**src/rtl/mmio_pkg.sv**
```systemverilog
// Shared offsets, response encoding and byte-lane helper for the MMIO slave.
package mmio_pkg;

    localparam logic [31:0] MMIO_BASE      = 32'hFFFF_FF00;
    localparam logic [7:0]  OFF_SW         = 8'h00;
    localparam logic [7:0]  OFF_LED        = 8'h40;
    localparam logic [7:0]  OFF_BTN_LVL    = 8'h80;
    localparam logic [7:0]  OFF_BTN_STICKY = 8'h84;
    localparam logic [7:0]  OFF_SEG        = 8'hC0;
    localparam logic [7:0]  OFF_SEPC       = 8'hF0;
    localparam logic [7:0]  OFF_CYC        = 8'hF4;

    typedef enum logic [1:0] {
        RESP_OK  = 2'd0,
        RESP_ERR = 2'd1
    } resp_t;

    function automatic logic [31:0] be_mask(input logic [3:0] be);
        return {{8{be[3]}}, {8{be[2]}}, {8{be[1]}}, {8{be[0]}}};
    endfunction

endpackage

```
**src/rtl/mmio_ctrl_btn_debounce.sv**
```systemverilog
// One button: 2-flop synchroniser, stability counter, debounced level and
// a single-cycle pulse coinciding with the level's 0->1 update.
module btn_debounce
    import mmio_pkg::*;
#(
    parameter int DEB_CYCLES = 20000
) (
    input  logic clk_i,
    input  logic rst_ni,
    input  logic btn_i,
    output logic level_o,
    output logic rise_o
);

    localparam int CW = $clog2(DEB_CYCLES);

    logic          s1_q, s2_q;
    logic          lvl_q, lvl_d;
    logic [CW-1:0] cnt_q, cnt_d;

    always_comb begin
        lvl_d = lvl_q;
        cnt_d = '0;
        if (s2_q != lvl_q) begin
            if (cnt_q == CW'(DEB_CYCLES - 1)) lvl_d = ~lvl_q;
            else                              cnt_d = cnt_q + 1'b1;
        end
    end

    always_ff @(posedge clk_i or negedge rst_ni) begin
        if (!rst_ni) begin
            s1_q  <= 1'b0;
            s2_q  <= 1'b0;
            lvl_q <= 1'b0;
            cnt_q <= '0;
        end else begin
            s1_q  <= btn_i;
            s2_q  <= s1_q;
            lvl_q <= lvl_d;
            cnt_q <= cnt_d;
        end
    end

    assign level_o = lvl_q;
    assign rise_o  = lvl_d & ~lvl_q;

endmodule

```
**src/rtl/mmio_ctrl.sv**
```systemverilog
// Registered single-cycle MMIO slave: switches, LEDs, buttons, seven-segment,
// sepc readback and cycle counter in the 256-byte window at MMIO_BASE.
module mmio_ctrl
    import mmio_pkg::*;
#(
    parameter int N_SW       = 3,
    parameter int N_LED      = 2,
    parameter int LED_W      = 8,
    parameter int N_SEG      = 2,
    parameter int N_BTN      = 5,
    parameter int DEB_CYCLES = 20000
) (
    input  logic                   clk,
    input  logic                   rst_n,
    input  logic                   req,
    input  logic                   we,
    input  logic [31:0]            addr,
    input  logic [31:0]            wdata,
    input  logic [3:0]             be,
    output logic [31:0]            rdata,
    output logic                   ack,
    output logic                   err,
    input  logic [8*N_SW-1:0]      switches,
    input  logic [N_BTN-1:0]       buttons,
    input  logic [31:0]            sepc,
    output logic [LED_W*N_LED-1:0] led_out,
    output logic [32*N_SEG-1:0]    seg_out
);

    logic [N_LED-1:0][LED_W-1:0] led_q, led_d;
    logic [N_SEG-1:0][31:0]      seg_q, seg_d;
    logic [N_SW-1:0][7:0]        sw_s1_q, sw_s2_q;
    logic [N_BTN-1:0]            sticky_q, sticky_d, sticky_clr, btn_lvl, btn_rise;
    logic [31:0]                 cyc_q, rdata_q, rdata_d, wmask;
    logic                        ack_q, legal;
    resp_t                       resp_q, resp_d;
    logic [7:0]                  off;
    int                          idx;
    logic                        unused_addr;

    assign unused_addr = ^{addr[31:8], addr[1:0]};
    assign off         = {addr[7:2], 2'b00};
    assign idx         = int'({28'd0, addr[5:2]});
    assign wmask       = be_mask(be);

    for (genvar b = 0; b < N_BTN; b++) begin : g_btn
        btn_debounce #(.DEB_CYCLES(DEB_CYCLES)) u_deb (
            .clk_i  (clk),
            .rst_ni (rst_n),
            .btn_i  (buttons[b]),
            .level_o(btn_lvl[b]),
            .rise_o (btn_rise[b])
        );
    end

    // State updates are only applied for legal accesses; illegal ones just report err.
    always_comb begin
        led_d      = led_q;
        seg_d      = seg_q;
        sticky_clr = '0;
        rdata_d    = '0;
        legal      = 1'b0;
        if (req) begin
            case (off[7:6])
                2'b00: if (!we && idx < N_SW) begin
                    legal = 1'b1;
                    for (int i = 0; i < N_SW; i++)
                        if (idx == i) rdata_d = 32'(sw_s2_q[i]);
                end
                2'b01: if (idx < N_LED) begin
                    legal = 1'b1;
                    for (int i = 0; i < N_LED; i++) if (idx == i) begin
                        rdata_d = 32'(led_q[i]);
                        if (we) led_d[i] = LED_W'((32'(led_q[i]) & ~wmask) | (wdata & wmask));
                    end
                end
                2'b10: if (off == OFF_BTN_LVL && !we) begin
                    legal   = 1'b1;
                    rdata_d = 32'(btn_lvl);
                end else if (off == OFF_BTN_STICKY) begin
                    legal      = 1'b1;
                    rdata_d    = 32'(sticky_q);
                    sticky_clr = we ? N_BTN'(wdata & wmask) : '1;
                end
                default: if (idx < N_SEG) begin
                    legal = 1'b1;
                    for (int i = 0; i < N_SEG; i++) if (idx == i) begin
                        rdata_d = seg_q[i];
                        if (we) seg_d[i] = (seg_q[i] & ~wmask) | (wdata & wmask);
                    end
                end else if (off == OFF_SEPC && !we) begin
                    legal   = 1'b1;
                    rdata_d = sepc;
                end else if (off == OFF_CYC && !we) begin
                    legal   = 1'b1;
                    rdata_d = cyc_q;
                end
            endcase
        end
        resp_d = (req && !legal) ? RESP_ERR : RESP_OK;
        if (!legal || we) rdata_d = '0;
    end

    // A press landing on the same cycle as a clear keeps its sticky bit.
    assign sticky_d = (sticky_q & ~sticky_clr) | btn_rise;

    always_ff @(posedge clk or negedge rst_n) begin
        if (!rst_n) begin
            led_q    <= '0;
            seg_q    <= '0;
            sw_s1_q  <= '0;
            sw_s2_q  <= '0;
            sticky_q <= '0;
            cyc_q    <= '0;
            rdata_q  <= '0;
            ack_q    <= 1'b0;
            resp_q   <= RESP_OK;
        end else begin
            led_q    <= led_d;
            seg_q    <= seg_d;
            sw_s1_q  <= switches;
            sw_s2_q  <= sw_s1_q;
            sticky_q <= sticky_d;
            cyc_q    <= cyc_q + 32'd1;
            rdata_q  <= rdata_d;
            ack_q    <= req;
            resp_q   <= resp_d;
        end
    end

    assign rdata   = rdata_q;
    assign ack     = ack_q;
    assign err     = ack_q && (resp_q == RESP_ERR);
    assign led_out = led_q;
    assign seg_out = seg_q;

endmodule

```
**config.mk**
```make
export PLATFORM = sky130hd
export DESIGN_NAME = mmio_ctrl
export DESIGN_NICKNAME = d
export VERILOG_FILES = /design/src/rtl/mmio_pkg.sv /design/src/rtl/mmio_ctrl_btn_debounce.sv /design/src/rtl/mmio_ctrl.sv
export SDC_FILE = /design/constraint.sdc
export NUM_CORES = 1
export LEC_CHECK = 0
export ABC_CLOCK_PERIOD_IN_PS = 1800
export BUFFER_PORTS_ARGS = -buffer_cell sky130_fd_sc_hd__buf_2
export CORE_MARGIN = 2
export CORE_UTILIZATION = 50
export DETAILED_ROUTE_END_ITERATION = 8
export GPL_ROUTABILITY_DRIVEN = 0
export PLACE_DENSITY = 0.77
export SLEW_MARGIN = 25
export SYNTH_ARGS = -nofsm -noshare
export SYNTH_HDL_FRONTEND = slang
export SYNTH_SLANG_ARGS = --single-unit
```
**constraint.sdc**
```tcl
create_clock -name clk -period 1.8 [get_ports clk]
set_input_delay 0.09 -clock clk [delete_from_list [all_inputs] [get_ports clk]]
set_output_delay 0.09 -clock clk [all_outputs]
set_load 0.01 [all_outputs]
```
# == Word-level counts from Yosys, hierarchy flattened ==
# Cells that the tools add are included.
# totals
regBits,289
inputBits,133
elab_cells,154
# op_classes
n_addsub,6
magnitude_cmp,2
eq_ne,19
n_mux,52
bitwise,24
reduce_logical,16
# op_table
operator,n
32-bit two-way mux,12
15-bit two-way mux,10
32-bit bitwise AND,3
32-bit one-hot mux with 3 select lines,1
15-bit by 1-bit adder with 15-bit output (second input constant),5
15-bit equality test (second input constant),5
32-bit OR,2
5-bit two-way mux,7
32-bit by 1-bit adder with 32-bit output (second input constant),1
32-bit logical NOT,1
32-bit NOT,1
6-bit equality test (second input constant),4
5-bit AND reduction,4
1-bit two-way mux,19
8-bit bitwise AND,2
8-bit two-way mux,2
8-bit OR,2
4-bit by 2-bit < comparator with 1-bit output (second input constant),2
1-bit logical AND,6
1-bit NOT,6
1-bit bitwise AND,5
5-bit bitwise AND,1
1-bit != test,5
5-bit NOT,1
11 further kinds,12

# == Longest topological paths before layout ==
# logic_depth
word_depth,10
ltp_mapped,7
depth_no_buf,6

# == Cells and area by module ==
# From an unflattened synthesis, not the netlist that was laid out.
# hier_totals
cells_unflattened,1032
hier_area_um2,13148.9
# modules_own_cells
mod,instances,cells_per_inst,area_each_um2,seq_area_each_um2
mmio_ctrl,1,642,8575.7,4979.8
btn_debounce,5,78,914.6,450.4

# == Least setup slack after synthesis ==
# No wires, ideal clock.
# synth_path
path_kind,reg-to-reg
from,register cyc_q[11]
to,register cyc_q[31]
setup_ps,75
arrival_time_ps,1769
t_required_ps,1725
slack_ps,-44
stages_incl_launch_ff,8
synth_period_minus_slack_ps,1844
path_cell_list,dfrtp_1 > nand3_2 > or3_1 > buf_2 > or4_4 > buf_6 > nor2_4 > xor2_2
# synth_between
elab_chain_cells,1
# synth_lines
element,line_no,source
start: declaration,mmio_ctrl.sv:34,"logic [31:0] cyc_q, rdata_q, rdata_d, wmask;"
start signal: assignment,mmio_ctrl.sv:124,cyc_q <= cyc_q + 32'd1;
32-bit by 1-bit adder with 32-bit output,mmio_ctrl.sv:124,
# Every way passes these cells.
# A chain may end at the register's enable or synchronous reset.

# == Final worst setup path ==
# layout_path
from,register cyc_q[0]
to,register cyc_q[20]
# The elaborated chain is that of the path after synthesis.

==> flow_summary.ini <==
[timing]
rsz0062_at_grt = yes
setup_viol = 0
period_share_pct = 97.73
skew_ns = 0.008001
fmaxAchievable_mhz = 568.4
worstMarginPinSlew_ns = 0.5865
min_period_ns = 1.759
hold_ws_ns = 0.01047
slew_viol_final = 0
slew_headroom_pct = 60.90
hold_viol_final = 0

[floorplan]
rows = 57
die_width_um = 160.4
die_area_mm2 = 0.02573
initial_core_util_pct = 50.60
core_area_mm2 = 0.02418
die_h_um = 160.4
ios = 247

[synth]
synth_area_mm2 = 0.01223
yosys_register_bits = 289
syn_nets = 1163
netlist_instances = 1024
yosysTopAreaCellShare_pct = 59.12
synth.avg_cell_area_um2 = 11.95
synth_ff_type = dfrtp_1
async_reset_ff_share_pct = 100.0
ys_seq_area_share_pct = 59.12
yosysTopAreaCell = dfrtp_1
synth_cell_type_count = 50
synthTopCellsByArea = dfrtp_1 59%, mux2_2 11%, xor2_1 3.7%, xnor2_1 3.4%, nor2_1 3.2%
synth-edff-count = 0
yosys_warnings = 0

[detailed_routing]
vias_per_cell = 5.324
wirelength_um = 31460
dr_total_vias = 9231
wl_per_cell_um = 18.14
postRouteAntennaNets = 0
drt_drc_violations_left = 0
dr.pass1.iters = 4
first_iter_violations = 566

[cts]
cts_tree = yes
cts_buffer_depth = 3
clkTransAtPathRegs_ns = 0.07
cts_max_level = 1
cts_made_buffers = 30
root_buffer = clkbuf_16
clk_latency_ns = 0.55
clock-sinks = 289

[worst_setup_path]
path_max_fanout = 4
path_delay_family = simple AND/OR/NAND/NOR gates
cp-end-kind = flip-flop
crit_path_start_kind = flip-flop
crit_buf_inv = 2
cp.arrival_ns = 2.19
cp.required_ns = 2.23
cpMaxStageDelayCell = dfrtp_1
crit_top_cell = buf_4
slowest_delay_ns = 0.40
reg2reg_from = cyc_q[0]
crit_type = reg2reg
crit_chain = ha_2 -> and4_4 -> nand3_4 -> buf_4 -> nor3_1 -> buf_4 -> nand3_1 -> xnor2_1
cp-startpoint = cyc_q[0]

[finish]
layout_common_cells = 289 x dfrtp_1, 218 x buf_2, 122 x mux2_2
finalCoreUtilization_pct = 66.53
multiInputGateArea_mm2 = 0.004858
nets = 1523
final_layout_size_suffix_gt1_share_pct = 33.83
regArea_mm2 = 0.007232
syn2layout_area_growth_pct = 31.48
fillCellCount = 1755
stdcell_area_mm2 = 0.01608
final_common_cell = dfrtp_1

[placed_design]
port_buffers = 220
dpl_cell_area_mm2 = 0.01413
dpl.hpwl_um = 21130

[power]
leakage_nw = 7.844
vdd_drop_max_mv = 0.7601
p_per_area_mw_per_mm2 = 885.4

[status]
status = finished clean

[global_route]
grt_max_degree = 64
antenna_found_initial = 3
global_route.usage.total_pct = 24.22
grt-ovfl-total = 0
grt_pass1_wl_um = 49520
grt_pass1_vias = 9402

[hold_path]
min_path_type = in2reg
hold_start = sepc[22]

[job]
cap_viol_max_count = 0
per-stage QoR:
step	setup TNS [ns]	power, W	worst slack (ns)	instances
2_1_floorplan	-0.09263	0.007365	-0.02827	1024
3_3_place_gp	0	0.007912	0.02145	1585
3_5_place_dp	-0.01792	0.007941	-0.01136	1585
4_1_cts	0	0.01434	0.001097	1725
5_1_grt	-0.1345	0.01472	-0.04700	1733
6_report	0	0.01424	0.04083	1734
synthesized netlist by cell type, types with 2 or more instances:
cell type / n
nor3_2: 2
a211oi_1: 3
xnor2_1: 47
a31oi_1: 2
nand4_1: 25
nor4b_1: 5
nand2_1: 53
dfrtp_1: 289
a22oi_1: 3
mux2_1: 3
buf_2: 5
and3_1: 12
nor4_1: 3
o22ai_1: 30
ha_1: 6
o21bai_1: 4
o21ai_0: 16
mux2_2: 122
clkbuf_1: 29
or3_1: 3
nor3_1: 50
o221ai_1: 4
nand3_1: 36
and2_1: 2
mux2i_1: 14
inv_1: 14
nand2b_1: 13
nor2_1: 104
nor2_2: 3
nor3b_1: 5
xor2_1: 51
a21oi_1: 39
a221oi_1: 8
buf_1: 3
repair_timing:
action                     4_1_cts  5_1_grt
hold buffers                    85        0
cloned                           0        0
resized for setup                1        7
pin swaps                        2        6
setup buffers                    0        6
hold endpoints to repair       424        0
setup endpoints to repair        3       23
final cells by class:
class	instances	area share, %
Sequential cell	289	44.96
Tap cell	324	2.520
Inverter	14	0.3267
Antenna cell	3	0.04667
Multi-Input combinational cell	683	30.21
Clock buffer	37	5.150
Timing Repair Buffer	366	15.68
Clock inverter	18	1.105
cell families after synthesis:
| logic type | after synthesis | synth area share (%) |
|---|---|---|
| compound gates | 112 | 5.544 |
| xor+xnor | 99 | 7.149 |
| fa+ha+maj | 6 | 0.6137 |
| buf+inv | 52 | 1.708 |
| flops | 289 | 59.12 |
| mux | 139 | 12.65 |
| simple gates | 327 | 13.21 |
tightest hold or removal path: cells and delay by family:
family,cells,cell delay (ns)
AOI/OAI and AO/OA,1,0.06
buffers and inverters,1,0.08
muxes,1,0.14
and+or+nand+nor,1,0.13
layer usage:
metal | track usage (%) | routed length (um)
met3 | 4.184 | 1607
met5 | 0 | 0
met1 | 30.45 | 13010
met2 | 42.26 | 15680
met4 | 8.927 | 1160
path summary, 6_finish.rpt:
check                      slack, ns  cells past startpoint                         end
setup / recovery                0.04                      8                   cyc_q[20]
hold / removal                  0.01                      4                   rdata[22]
setup reg to reg                0.04                      8                   cyc_q[20]
hold reg to reg                 0.35                      0                  sw_s2_q[9]
max in group asynchronous       1.03                      3                 sw_s2_q[23]
min in group asynchronous       0.08                      2  asynchronous set/reset pin
where the power goes:
group	switching, W	internal [W]
sequential	0.000133	0.00670
combinational	0.000605	0.000549
clock	0.00257	0.00369
total	0.00331	0.0109
No activity file was read; power rests on OpenSTA's default activity.
